### src/rtl/ir_pkg.sv
// Shared constants and helpers for the instruction-register assembler:
// byte-order selectors, counter-width derivation and beat-to-slice mapping.
package ir_pkg;

  localparam bit ORDER_MSB_FIRST = 1'b1;
  localparam bit ORDER_LSB_FIRST = 1'b0;

  // Beat counter width; a single-beat word still needs a 1-bit index port.
  function automatic int cnt_w(input int beats);
    return (beats <= 2) ? 1 : $clog2(beats);
  endfunction

  // Low bit of the slice filled by beat k. With data_w=1 this yields the slice number.
  function automatic int slot_lo(input int k, input int data_w, input int beats,
                                 input bit msb_first);
    return msb_first ? (beats - 1 - k) * data_w : k * data_w;
  endfunction

endpackage

### src/rtl/ir_assembler_if.sv
// Data-bus / controller side signals of the IR assembler. The master modport is the
// controller driving beats; the slave modport is the assembler.
interface ir_assembler_if
  import ir_pkg::*;
#(
  parameter int DATA_W = 8,
  parameter int BEATS  = 2
);
  localparam int IR_W  = DATA_W * BEATS;
  localparam int CNT_W = cnt_w(BEATS);

  logic [DATA_W-1:0] data;
  logic              ena;
  logic [IR_W-1:0]   opc_iraddr;
  logic              ir_valid;
  logic              ir_abort;
  logic              busy;
  logic [CNT_W-1:0]  beat_idx;

  modport master (
    output data, ena,
    input  opc_iraddr, ir_valid, ir_abort, busy, beat_idx
  );

  modport slave (
    input  data, ena,
    output opc_iraddr, ir_valid, ir_abort, busy, beat_idx
  );

endinterface

### src/rtl/ir_beat_decoder.sv
// Maps the current beat index to a one-hot enable over the physical word slices
// (bit j = bits [j*DATA_W +: DATA_W]), honouring the configured byte order.
module ir_beat_decoder
  import ir_pkg::*;
#(
  parameter int BEATS     = 2,
  parameter bit MSB_FIRST = ORDER_MSB_FIRST,
  parameter int CNT_W     = cnt_w(BEATS)
) (
  input  logic [CNT_W-1:0] beat_idx_i,
  output logic [BEATS-1:0] slot_en_o
);

  // NOTE: default assigned first so every path through the block drives the
  // output and no latch is inferred.
  always_comb begin
    slot_en_o = '0;
    for (int k = 0; k < BEATS; k++) begin
      if (beat_idx_i == CNT_W'(k)) slot_en_o[slot_lo(k, 1, BEATS, MSB_FIRST)] = 1'b1;
    end
  end

endmodule

### src/rtl/ir_assembler.sv
// Instruction-register loader: assembles DATA_W*BEATS-bit words from bus beats with
// atomic commit; define IR_PARTIAL_VIS_EN for legacy in-place loading without a shadow.
module ir_assembler
  import ir_pkg::*;
#(
  parameter int DATA_W    = 8,
  parameter int BEATS     = 2,
  parameter bit MSB_FIRST = ORDER_MSB_FIRST
) (
  input  logic          clk1,
  input  logic          rst,
  ir_assembler_if.slave bus
);

  localparam int IR_W  = DATA_W * BEATS;
  localparam int CNT_W = cnt_w(BEATS);

  logic [IR_W-1:0]  opc_q, opc_d;
  logic [CNT_W-1:0] idx_q, idx_d;
  logic             valid_q, valid_d;
  logic             abort_q, abort_d;
  logic [BEATS-1:0] slot_en;
  logic [IR_W-1:0]  base;
  logic [IR_W-1:0]  merged;
  logic             last_beat;

  ir_beat_decoder #(
    .BEATS     (BEATS),
    .MSB_FIRST (MSB_FIRST),
    .CNT_W     (CNT_W)
  ) u_dec (
    .beat_idx_i (idx_q),
    .slot_en_o  (slot_en)
  );

`ifdef IR_PARTIAL_VIS_EN
  // Beats land directly in the visible register, so a merge starts from it.
  assign base = opc_q;
`else
  logic [IR_W-1:0] shadow_q, shadow_d;
  assign base = shadow_q;
`endif

  assign last_beat = (idx_q == CNT_W'(BEATS - 1));

  always_comb begin
    merged = base;
    for (int j = 0; j < BEATS; j++) begin
      if (slot_en[j]) merged[j*DATA_W +: DATA_W] = bus.data;
    end
  end

  always_comb begin
    opc_d   = opc_q;
    idx_d   = idx_q;
    valid_d = 1'b0;
    abort_d = 1'b0;
`ifndef IR_PARTIAL_VIS_EN
    shadow_d = shadow_q;
`endif
    if (bus.ena) begin
      if (last_beat) begin
        // Final slot comes straight from the bus, so the commit costs no extra cycle.
        opc_d   = merged;
        idx_d   = '0;
        valid_d = 1'b1;
      end else begin
`ifdef IR_PARTIAL_VIS_EN
        opc_d    = merged;
`else
        shadow_d = merged;
`endif
        idx_d    = idx_q + CNT_W'(1);
      end
    end else if (idx_q != '0) begin
      idx_d   = '0;
      abort_d = 1'b1;
    end
  end

  // NOTE: sequential state uses non-blocking assignments so every register samples
  // the pre-edge values regardless of statement order.
  always_ff @(posedge clk1 or negedge rst) begin
    if (!rst) begin
      opc_q    <= '0;
      idx_q    <= '0;
      valid_q  <= 1'b0;
      abort_q  <= 1'b0;
`ifndef IR_PARTIAL_VIS_EN
      shadow_q <= '0;
`endif
    end else begin
      opc_q    <= opc_d;
      idx_q    <= idx_d;
      valid_q  <= valid_d;
      abort_q  <= abort_d;
`ifndef IR_PARTIAL_VIS_EN
      shadow_q <= shadow_d;
`endif
    end
  end

  assign bus.opc_iraddr = opc_q;
  assign bus.ir_valid   = valid_q;
  assign bus.ir_abort   = abort_q;
  assign bus.busy       = (idx_q != '0);
  assign bus.beat_idx   = idx_q;

endmodule

### src/flat_wrapper.sv
// flat-port wrapper written by rule: the top's interface ports become plain ports
module ir_assembler_flat import ir_pkg::*;
#(
  parameter int DATA_W    = 8,
  parameter int BEATS     = 2,
  parameter bit MSB_FIRST = ORDER_MSB_FIRST
)
  (clk1, rst, bus_data, bus_ena, bus_opc_iraddr, bus_ir_valid, bus_ir_abort, bus_busy, bus_beat_idx);
  ir_assembler_if #(.DATA_W(DATA_W), .BEATS(BEATS)) bus_i ();
  input  logic clk1;
  input  logic rst;
  input wire logic [$bits(bus_i.data)-1:0] bus_data;
  input wire logic [$bits(bus_i.ena)-1:0] bus_ena;
  output wire logic [$bits(bus_i.opc_iraddr)-1:0] bus_opc_iraddr;
  output wire logic [$bits(bus_i.ir_valid)-1:0] bus_ir_valid;
  output wire logic [$bits(bus_i.ir_abort)-1:0] bus_ir_abort;
  output wire logic [$bits(bus_i.busy)-1:0] bus_busy;
  output wire logic [$bits(bus_i.beat_idx)-1:0] bus_beat_idx;
  assign bus_i.data = bus_data;
  assign bus_i.ena = bus_ena;
  assign bus_opc_iraddr = bus_i.opc_iraddr;
  assign bus_ir_valid = bus_i.ir_valid;
  assign bus_ir_abort = bus_i.ir_abort;
  assign bus_busy = bus_i.busy;
  assign bus_beat_idx = bus_i.beat_idx;
  ir_assembler #(.DATA_W(DATA_W), .BEATS(BEATS), .MSB_FIRST(MSB_FIRST)) u_core (.clk1(clk1), .rst(rst), .bus(bus_i));
endmodule
### config.mk
export PLATFORM = sky130hd
export DESIGN_NAME = ir_assembler_flat
export DESIGN_NICKNAME = d
export VERILOG_FILES = /design/src/rtl/ir_pkg.sv /design/src/rtl/ir_assembler_if.sv /design/src/rtl/ir_beat_decoder.sv /design/src/rtl/ir_assembler.sv /design/src/flat_wrapper.sv
export SDC_FILE = /design/constraint.sdc
export NUM_CORES = 1
export LEC_CHECK = 0
export ABC_CLOCK_PERIOD_IN_PS = 1200
export BUFFER_PORTS_ARGS = -buffer_cell sky130_fd_sc_hd__buf_4
export CAP_MARGIN = 20
export CORE_ASPECT_RATIO = 1.25
export CORE_UTILIZATION = 48
export DETAILED_ROUTE_END_ITERATION = 6
export PLACE_DENSITY_LB_ADDON = 0.05
export SYNTH_ARGS = -nofsm -noshare
export SYNTH_HDL_FRONTEND = slang
export SYNTH_HIERARCHICAL = 1
export SYNTH_SLANG_ARGS = --single-unit
### constraint.sdc
create_clock -name clk1 -period 1.2 [get_ports clk1]
set_input_delay 0.36 -clock clk1 [delete_from_list [all_inputs] [get_ports clk1]]
set_output_delay 0.36 -clock clk1 [all_outputs]
set_load 0.01 [all_outputs]
# After elaboration in Yosys (flattened, before gate mapping)
# Cells that the tools add are included.
[word_totals]
mem_bits_ro = 0
n_memories = 0
mem_bits_rw = 0
output_inout_bits = 20
latchBits = 0
ff_bits = 35
[op_classes]
n_div = 0
n_addsub = 1
magnitude_cmp = 0
shift = 0
bitwise_logic = 1
eq_ne = 0
n_reduce_logical = 2
n_mul = 0
muxes = 7
[op_table]
columns = ["operator", "count"]
rows = [
  ["8-bit 2-to-1 mux", 2],
  ["1-bit 2-to-1 mux", 5],
  ["2-bit AND reduction", 2],
  ["1-bit adder (second input constant)", 1],
  ["1-bit NOT", 1],
]

# Longest topological paths before layout
# Gate-level depths: netlist (run 1).
[depth]
ltp_word = 3
depth_mapped = 4
ltp_nobuf = 3

# Hierarchy
# Netlist (run 1), hierarchy kept.
[modules_own_cells]
columns = ["mod", "cells_each", "n_inst", "area_per_inst_um2"]
rows = [
  ["ir_assembler", 113, 1, 1487.7],
  ["ir_beat_decoder", 2, 1, 11.3],
]

# Worst setup path after synthesis (run 1)
# OpenSTA, ideal clock, no wires.
[synth_timing]
path_type = "register -> register"
start = "reg u_core.idx_q, in the netlist u_core/bus.beat_idx"
end = "reg u_core.shadow_q[0], in the netlist u_core/base[0]"
slack_ns = -0.159
arrival_time_ns = 1.234
path_buffers = 2
stages_incl_launch_ff = 5
t_required_ns = 1.075
cell_sequence = "dfrtp_1 -> buf_4 -> buf_6 -> nand3b_2 -> mux2_2"
[synth_between]
elab_chain_len = 2
[synth_rtl]
columns = ["item", "line_no", "rtl"]
rows = [
  ["from (decl)", "ir_assembler.sv:19", "logic [CNT_W-1:0] idx_q, idx_d;"],
  ["from (signal assigned)", "ir_assembler.sv:94", "idx_q <= idx_d;"],
  ["1-bit 2-to-1 mux", "ir_beat_decoder.sv:19", "if (beat_idx_i == CNT_W'(k)) slot_en_o[slot_lo(k, 1, BEATS, MSB_FIRST)] = 1'b1;"],
  ["via u_core.slot_en[0]", "ir_assembler.sv:22", "logic [BEATS-1:0] slot_en;"],
  ["8-bit 2-to-1 mux", "ir_assembler.sv:49", "if (slot_en[j]) merged[j*DATA_W +: DATA_W] = bus.data;"],
  ["to (signal assigned)", "ir_assembler.sv:98", "shadow_q <= shadow_d;"],
  ["to (decl)", "ir_assembler.sv:40", "logic [IR_W-1:0] shadow_q, shadow_d;"],
]
# The timed path passes the listed nets, and every way through them passes these cells.
# A chain may end at the register's enable or synchronous reset.

# Worst setup path in the final report (run 1)
[layout_timing]
start = "reg u_core.idx_q, in the netlist u_core/bus.beat_idx"
end = "out bus_beat_idx"
[layout_lines]
columns = ["item", "line_no", "rtl"]
rows = [
  ["to (decl)", "flat_wrapper.sv:18", "output wire logic [$bits(bus_i.beat_idx)-1:0] bus_beat_idx;"],
]
# No word-level cell between the ends.

==> reports/qor.txt, run 1 <==
area delta synth->final = 37.9%
met1 GRT Util = 0.270
CP Cell Sequence = buf_8 -> buf_6
grt met3 use = 0.0634
IO buf count = 30
CP Capture Type = output port
clock-pin slew on the worst setup and hold paths = 110 ps
dpl hpwl = 1.96 mm
clk sinks = 35
cell-internal power = 2.34 mW
layout cells sized above 1 = 0.509
count leader, synth = dfrtp_1
CP top delay family = flip-flops
Routed Wire Length = 3.11 mm
Die X-Extent = 52.0 um
Vert. Die Dim = 64.5 um
Fillers = 212
gpl congestion = 0.729
vias in the first global route = 1086
setup violators final = 44
mapped cell area = 0.00150 mm^2
CTS tree = built
crit start category = flip-flop
Yosys top cell area share = 0.584
critical path's slowest cell = dfrtp_2
combinational share of power = 0.293
setup TNS = -2090 ps
Clock Path Buffers = 2
Syn. warnings = 6
Mapped Cells = 115
register area share after synthesis = 0.584
Yosys cell types = 12
wire length per cell = 15.6 um
fraction of registers with async set/reset = 1.00
FF+latch count, synth = 35
critical path arrival = 1020 ps
Congestion Overflow GR = 0
CTS HTree Levels = 2
Crit path required time = 840 ps
worst hold path type = primary input to flip-flop
Final Max Tran Viols = 0
status = complete, but fails checks
Synth Flop Type = dfrtp_1
Num CTS Buffers = 5
clk root buf = clkbuf_4
GRT met2 Usage = 0.354
VDD IR-drop max = 1150 uV
initial cell density of the core = 0.509
Die ar. = 0.00335 mm^2
Critical Path Max Stage Delay = 440 ps
busiest grt layer = met2
net switching power figure = 903 uW
post-synth net total = 126
Nets = 173
final setup margin = -183 ps
Worst slew margin = 0.704
crit path kind = flip-flop to output port
CORE AREA = 0.00295 mm^2
Pwr Total = 3.24 mW
placed cell count = 179
Max Cap Viol = 0
Final Skew = 10.6 ps
Commonest cells post-synth = dfrtp_1, a21oi_1, mux2_2, mux2i_1, buf_4
failing checks = setup timing
std cell rows = 22
sequential share of power = 0.483
switch share = 0.278
Slew @ Worst Pin = 444 ps
Antenna Nets Post-Route = 0
Pleak = 0.965 nW
Hold Vio Cnt, Final = 0
Fmax = 723 MHz
RSZ-0062 raised after global routing = yes
Max FO, Critical Path = 3
DR pass1 iterations = 3
first-pass GRT wire length = 5.24 mm
via count = 1062
initial DRC count = 29
largest net degree at the start of global routing = 36
Period Utilization, post-route = 1.15
Cell Pwr Density = 1570 mW/mm^2
# IOs = 31
ranking of synthesized cells by area = dfrtp_1, mux2_2, a21oi_1
clock power share = 0.224
initial antenna violation count = 0
drt via density = 5.34
GRT Total Usage = 0.216
min cycle time layout = 1380 ps
Bufs and invs on worst path = 2
number of synthesized flops with an enable pin = 0
Final Non-Filler Cells = 199
# DRC = 0
Avg Cell Area, Syn = 13.0 um^2
Clk Latency, worst-skew pair = 350 ps
cell taking the most area after synthesis = dfrtp_1
ANT cells = 0
==> routing by layer <==
metal	share of wire	vias to the layer above
li1	-	502
met1	0.42	529
met2	0.52	23
met3	0.031	8
met4	0.024	0
met5	0	-
==> cell usage in the layout, fill, tap and decap left out, drive strengths merged <==
cell and n:
mux2i 16, a21oi 32, inv 1, buf 49
dlygate4sd3 1, nand3b 2, nor2b 2, mux2 16
clkbuf 8, dfrtp 35, and2 1
==> what timing repair did <==
action / CTS / global route
pin swaps: 0 / 1
setup buffers: 6 / 5
endpoints found under the hold margin: 35 / 0
endpoints found under the setup margin: 24 / 49
hold buffers: 1 / 0
gates resized for setup: 26 / 11
==> metrics by stage <==
step	setup WS, ps	hold WS [ps]	area [um^2]	utilization
floorplan	-68.0	64.4	1520	-
global placement	37.0	328	1770	0.601
detailed placement	-5.62	337	1770	0.601
CTS	-191	266	1990	0.675
global route	-212	271	2070	0.702
finish	-183	272	2070	0.702
==> state kept, by name (all words and copies together) (netlist names) <==
name,count
u_core/base,16
u_core/bus.opc_iraddr,16
u_core/bus.beat_idx,1
u_core/bus.ir_abort,1
u_core/bus.ir_valid,1
==> power groups by stage <==
stage               clock network [mW]  registers [mW]  logic, mW
floorplan                            0            1.60      0.357
global placement                     0            1.55      0.710
detailed placement                   0            1.57      0.727
CTS                              0.748            1.56      0.870
global route                     0.802            1.59       1.04
finish                           0.727            1.57      0.949
==> cells by family after synthesis <==
kind of cell	share of synthesized area
buffers and inverters	0.0484
and+or+nand+nor	0.0334
AOI/OAI and AO/OA	0.107
muxes	0.227
DFF	0.584
==> final timing paths <==
check	start	endpoint	slack, ps	cells after the start
max	u_core/bus.beat_idx	bus_beat_idx	-180	2
min	bus_data[1]	u_core/base[9]	270	2
max reg2reg	u_core/bus.beat_idx	u_core/base[7]	-100	3
min reg2reg	u_core/base[0]	u_core/base[0]	510	1
max in group asynchronous	rst	u_core/bus.beat_idx	380	2
min in group asynchronous	rst	u_core/bus.ir_abort	490	2
==> area by class of cell <==
type	instances	area, um^2	area share
flip-flops and latches	35	877	0.424
multi-input cells	69	586	0.283
repair buffers	50	484	0.234
clock buffers	8	68.8	0.0333
well taps	36	45.0	0.0218
inverters	1	6.26	0.00303
Note: power is estimated with default switching activity, not from simulation.
==> inputs of run 2 (changes only) <==
- CORE_UTILIZATION: 48 -> 50
- CTS_BUF_LIST: default -> sky130_fd_sc_hd__clkbuf_8
- RECOVER_POWER: default -> 100
==> reports/qor.txt, run 2 (synthesis gave the netlist of run 1 again) <==
Pleak = 0.940 nW
# IOs = 31
Hold Vio Cnt, Final = 0
critical path arrival = 960 ps
ANT cells = 0
Num CTS Buffers = 5
final setup margin = -120 ps
CTS HTree Levels = 2
crit start category = flip-flop
Worst slew margin = 0.421
CORE AREA = 0.00276 mm^2
clk sinks = 35
Max FO, Critical Path = 4
Die X-Extent = 51.0 um
failing checks = setup timing
clk root buf = clkbuf_8
Vert. Die Dim = 63.2 um
VDD IR-drop max = 1220 uV
status = complete, but fails checks
Antenna Nets Post-Route = 0
clock-pin slew on the worst setup and hold paths = 70 ps
Final Skew = 4.32 ps
initial antenna violation count = 0
worst hold path type = primary input to asynchronous set/reset pin
Cell Pwr Density = 1670 mW/mm^2
initial cell density of the core = 0.543
IO buf count = 30
Pwr Total = 3.30 mW
most frequent cells in the layout = dfrtp_1, a21oi_1, buf_4
GRT Total Usage = 0.217
Slew @ Worst Pin = 869 ps
Storage cell area = 877 um^2
worst reg2reg setup slack = -90 ps
crit path launch = u_core/bus.beat_idx
via count = 1024
Clock Path Buffers = 2
Routed Wire Length = 2.95 mm
RSZ-0062 raised after global routing = yes
CTS Hold Bufs = 0
initial DRC count = 28
vias in the first global route = 1036
Period Utilization, post-route = 1.10
drt via density = 5.33
DR pass1 iterations = 3
first-pass GRT wire length = 4.98 mm
gpl congestion = 0.716
wire length per cell = 15.3 um
Die ar. = 0.00322 mm^2
Multi-input gate area = 561 um^2
min cycle time layout = 1320 ps
Place WS = -191 ps
Clk Latency, worst-skew pair = 280 ps
crit path kind = flip-flop to output port
Reg2Reg Depth = 3
FF-to-FF End = u_core/base[12]
# DRC = 0
commonest non-fill, non-tap cell in the layout = dfrtp_1
Congestion Overflow GR = 0
R2R Path Start = u_core/bus.beat_idx
Final Max Tran Viols = 0
CTS tree = built
std cell rows = 21
area delta synth->final = 31.8%
setup violators final = 26
CP Capture Type = output port
Nets = 168
Crit path required time = 840 ps
Max Cap Viol = 0
Fmax = 758 MHz
largest net degree at the start of global routing = 36
layout cells sized above 1 = 0.449
Fillers = 206
run 2: worst max-delay path, cell delays in order, from the launching register on:
cell,delay (ps)
dfrtp_2,430
buf_12,130
buf_6,110
run 2: worst max-delay path by stage:
stage | end | cells after the start
2_1_floorplan | u_core/base[0] | 4
3_3_place_gp | u_core/bus.opc_iraddr[8] | 3
3_5_place_dp | u_core/bus.opc_iraddr[3] | 3
4_1_cts | bus_beat_idx | 2
5_1_grt | bus_beat_idx | 2
6_report | bus_beat_idx | 2
run 2: power by group:
group	leakage [nW]	internal [mW]	switching, mW	total [mW]
sequential	0.403	1.42	0.134	1.55
combinational	0.481	0.491	0.346	0.836
clock	0.0557	0.515	0.396	0.911
run 2: through the flow:
stage	utilization	cells	TNS, ps	hold slack, ps	cell area [um^2]
final	0.716	192	-1650	181	1980
after global placement	0.640	175	-2100	329	1770
after CTS	0.693	186	-1370	23.9	1910
after global routing	0.716	192	-2930	241	1980
after detailed placement	0.640	175	-2790	333	1770
after floorplan	-	115	-621	64.4	1520
run 2: per-layer routing:
metal / up-vias / part of all wire / global-route usage
li1: 490 / - / -
met1: 505 / 0.44 / 0.261
met2: 23 / 0.49 / 0.352
met3: 6 / 0.043 / 0.0676
met4: 0 / 0.017 / 0.0938
met5: - / 0 / 0
run 2: what timing repair did:
action                     4_1_cts  5_1_grt
setup buffers                    3        6
gates resized for setup          8        9
setup endpoints to repair       27       40
pin swaps                        0        0
run 2: layout make-up:
cell class / count / share of cell area
Clock buffer: 7 / 0.0488
Multi-Input combinational cell: 69 / 0.284
Tap cell: 34 / 0.0215
Timing Repair Buffer: 45 / 0.197
Inverter: 1 / 0.00317
Sequential cell: 35 / 0.444
Clock inverter: 1 / 0.00190
==> inputs of run 3 (changes only) <==
- CORE_MARGIN: default -> 4
==> reports/qor.txt, run 3 (synthesis gave the netlist of run 1 again) <==
via count = 1089
CTS HTree Levels = 2
Die ar. = 0.00394 mm^2
Fillers = 181
RSZ-0062 raised after global routing = yes
first-pass GRT wire length = 5.61 mm
initial antenna violation count = 0
vias in the first global route = 1104
Core Util, Final = 0.768
status = complete, but fails checks
final setup margin = -134 ps
setup TNS = -1900 ps
Slew @ Worst Pin = 851 ps
CP Capture Type = flip-flop
clk sinks = 35
Hold Slack = 176 ps
critical path arrival = 1500 ps
IO buf count = 30
Num CTS Buffers = 5
area post-placement = 0.00181 mm^2
Final Skew = 6.35 ps
Vert. Die Dim = 69.2 um
most frequent cells in the layout = dfrtp_1, a21oi_1, buf_4
commonest non-fill, non-tap cell in the layout = dfrtp_1
Antenna Nets Post-Route = 0
failing checks = setup timing
Nets = 175
CTS tree = built
VDD IR-drop max = 1140 uV
Final Cell Area = 0.00214 mm^2
Cell Pwr Density = 1590 mW/mm^2
cell-internal power = 2.44 mW
GRT Total Usage = 0.185
# IOs = 31
clk root buf = clkbuf_8
clock-pin slew on the worst setup and hold paths = 70 ps
std cell rows = 21
gpl congestion = 0.741
Max FO, Critical Path = 8
DR pass1 iterations = 5
worst reg2reg setup slack = -130 ps
initial cell density of the core = 0.538
wire length per cell = 17.7 um
dpl hpwl = 2.09 mm
combinational share of power = 0.301
Final Non-Filler Cells = 199
layout cells sized above 1 = 0.503
Clock Path Buffers = 2
Crit path required time = 1370 ps
Routed Wire Length = 3.52 mm
Max Cap Viol = 0
switch share = 0.281
Clk Latency, worst-skew pair = 280 ps
clock power share = 0.232
setup violators final = 27
net switching power figure = 953 uW
Hold Vio Cnt, Final = 0
CORE AREA = 0.00279 mm^2
initial DRC count = 31
Congestion Overflow GR = 0
placed cell count = 177
drt via density = 5.47
Final Max Tran Viols = 0
min cycle time layout = 1330 ps
# DRC = 0
Die X-Extent = 57.0 um
crit start category = flip-flop
CTS Hold Bufs = 0
Fmax = 750 MHz
worst hold path type = primary input to asynchronous set/reset pin
sequential share of power = 0.467
Period Utilization, post-route = 1.11
crit path kind = flip-flop to flip-flop
Pleak = 1.05 nW
area delta synth->final = 42.7%
ANT cells = 0
Worst slew margin = 0.432
largest net degree at the start of global routing = 36
## run 3: power by group through the flow
stage          clock network [mW]  logic, mW  registers, mW
3_3_place_gp                    0      0.740           1.56
5_1_grt                     0.877       1.10           1.61
2_1_floorplan                   0      0.357           1.60
6_report                    0.787       1.02           1.59
4_1_cts                     0.822      0.813           1.56
3_5_place_dp                    0      0.757           1.58
## run 3: layout make-up
| class | instances | area, um^2 | area share |
|---|---|---|---|
| tap | 34 | 42.5 | 0.0199 |
| sequential | 35 | 877 | 0.410 |
| clock inverter | 3 | 12.5 | 0.00585 |
| timing repair buffer | 52 | 526 | 0.246 |
| multi-input combinational | 69 | 607 | 0.284 |
| clock buffer | 5 | 68.8 | 0.0322 |
| inverter | 1 | 6.26 | 0.00292 |
## run 3: worst max-delay path: stages (launching register included)
cell,delay [ps]
dfrtp_2,430
buf_12,140
buf_6,120
nand3b_4,190
mux2_4,330
## run 3: timing repair
action	in CTS	in global routing
gates resized for setup	15	23
cloned	0	1
pin swaps	3	5
buffers inserted	4	9
setup endpoints to repair	36	47
## run 3: worst paths after layout
kind | to | startpoint | cells past startpoint
worst max-delay path | u_core/base[7] | u_core/bus.beat_idx | 4
worst min-delay path | u_core/base[3] | rst | 1
worst max register to register | u_core/base[7] | u_core/bus.beat_idx | 4
worst min register to register | u_core/base[13] | u_core/base[13] | 1
max in group asynchronous | u_core/bus.beat_idx | rst | 1
min in group clk1 | u_core/base[3] | bus_data[3] | 2
## run 3: through the flow
step,power (mW),setup WS [ps]
floorplan,1.96,-68.0
global placement,2.30,-96.5
detailed placement,2.33,-153
CTS,3.20,-137
global route,3.58,-153
finish,3.40,-134
## run 3: per-layer routing
| metal | GRT usage | routed length (um) | vias up | part of all wire |
|---|---|---|---|---|
| li1 | - | - | 504 | - |
| met1 | 0.232 | 1430 | 548 | 0.41 |
| met2 | 0.281 | 1850 | 33 | 0.53 |
| met3 | 0.0670 | 201 | 4 | 0.057 |
| met4 | 0.0851 | 31 | 0 | 0.0088 |
| met5 | 0 | 0 | - | 0 |
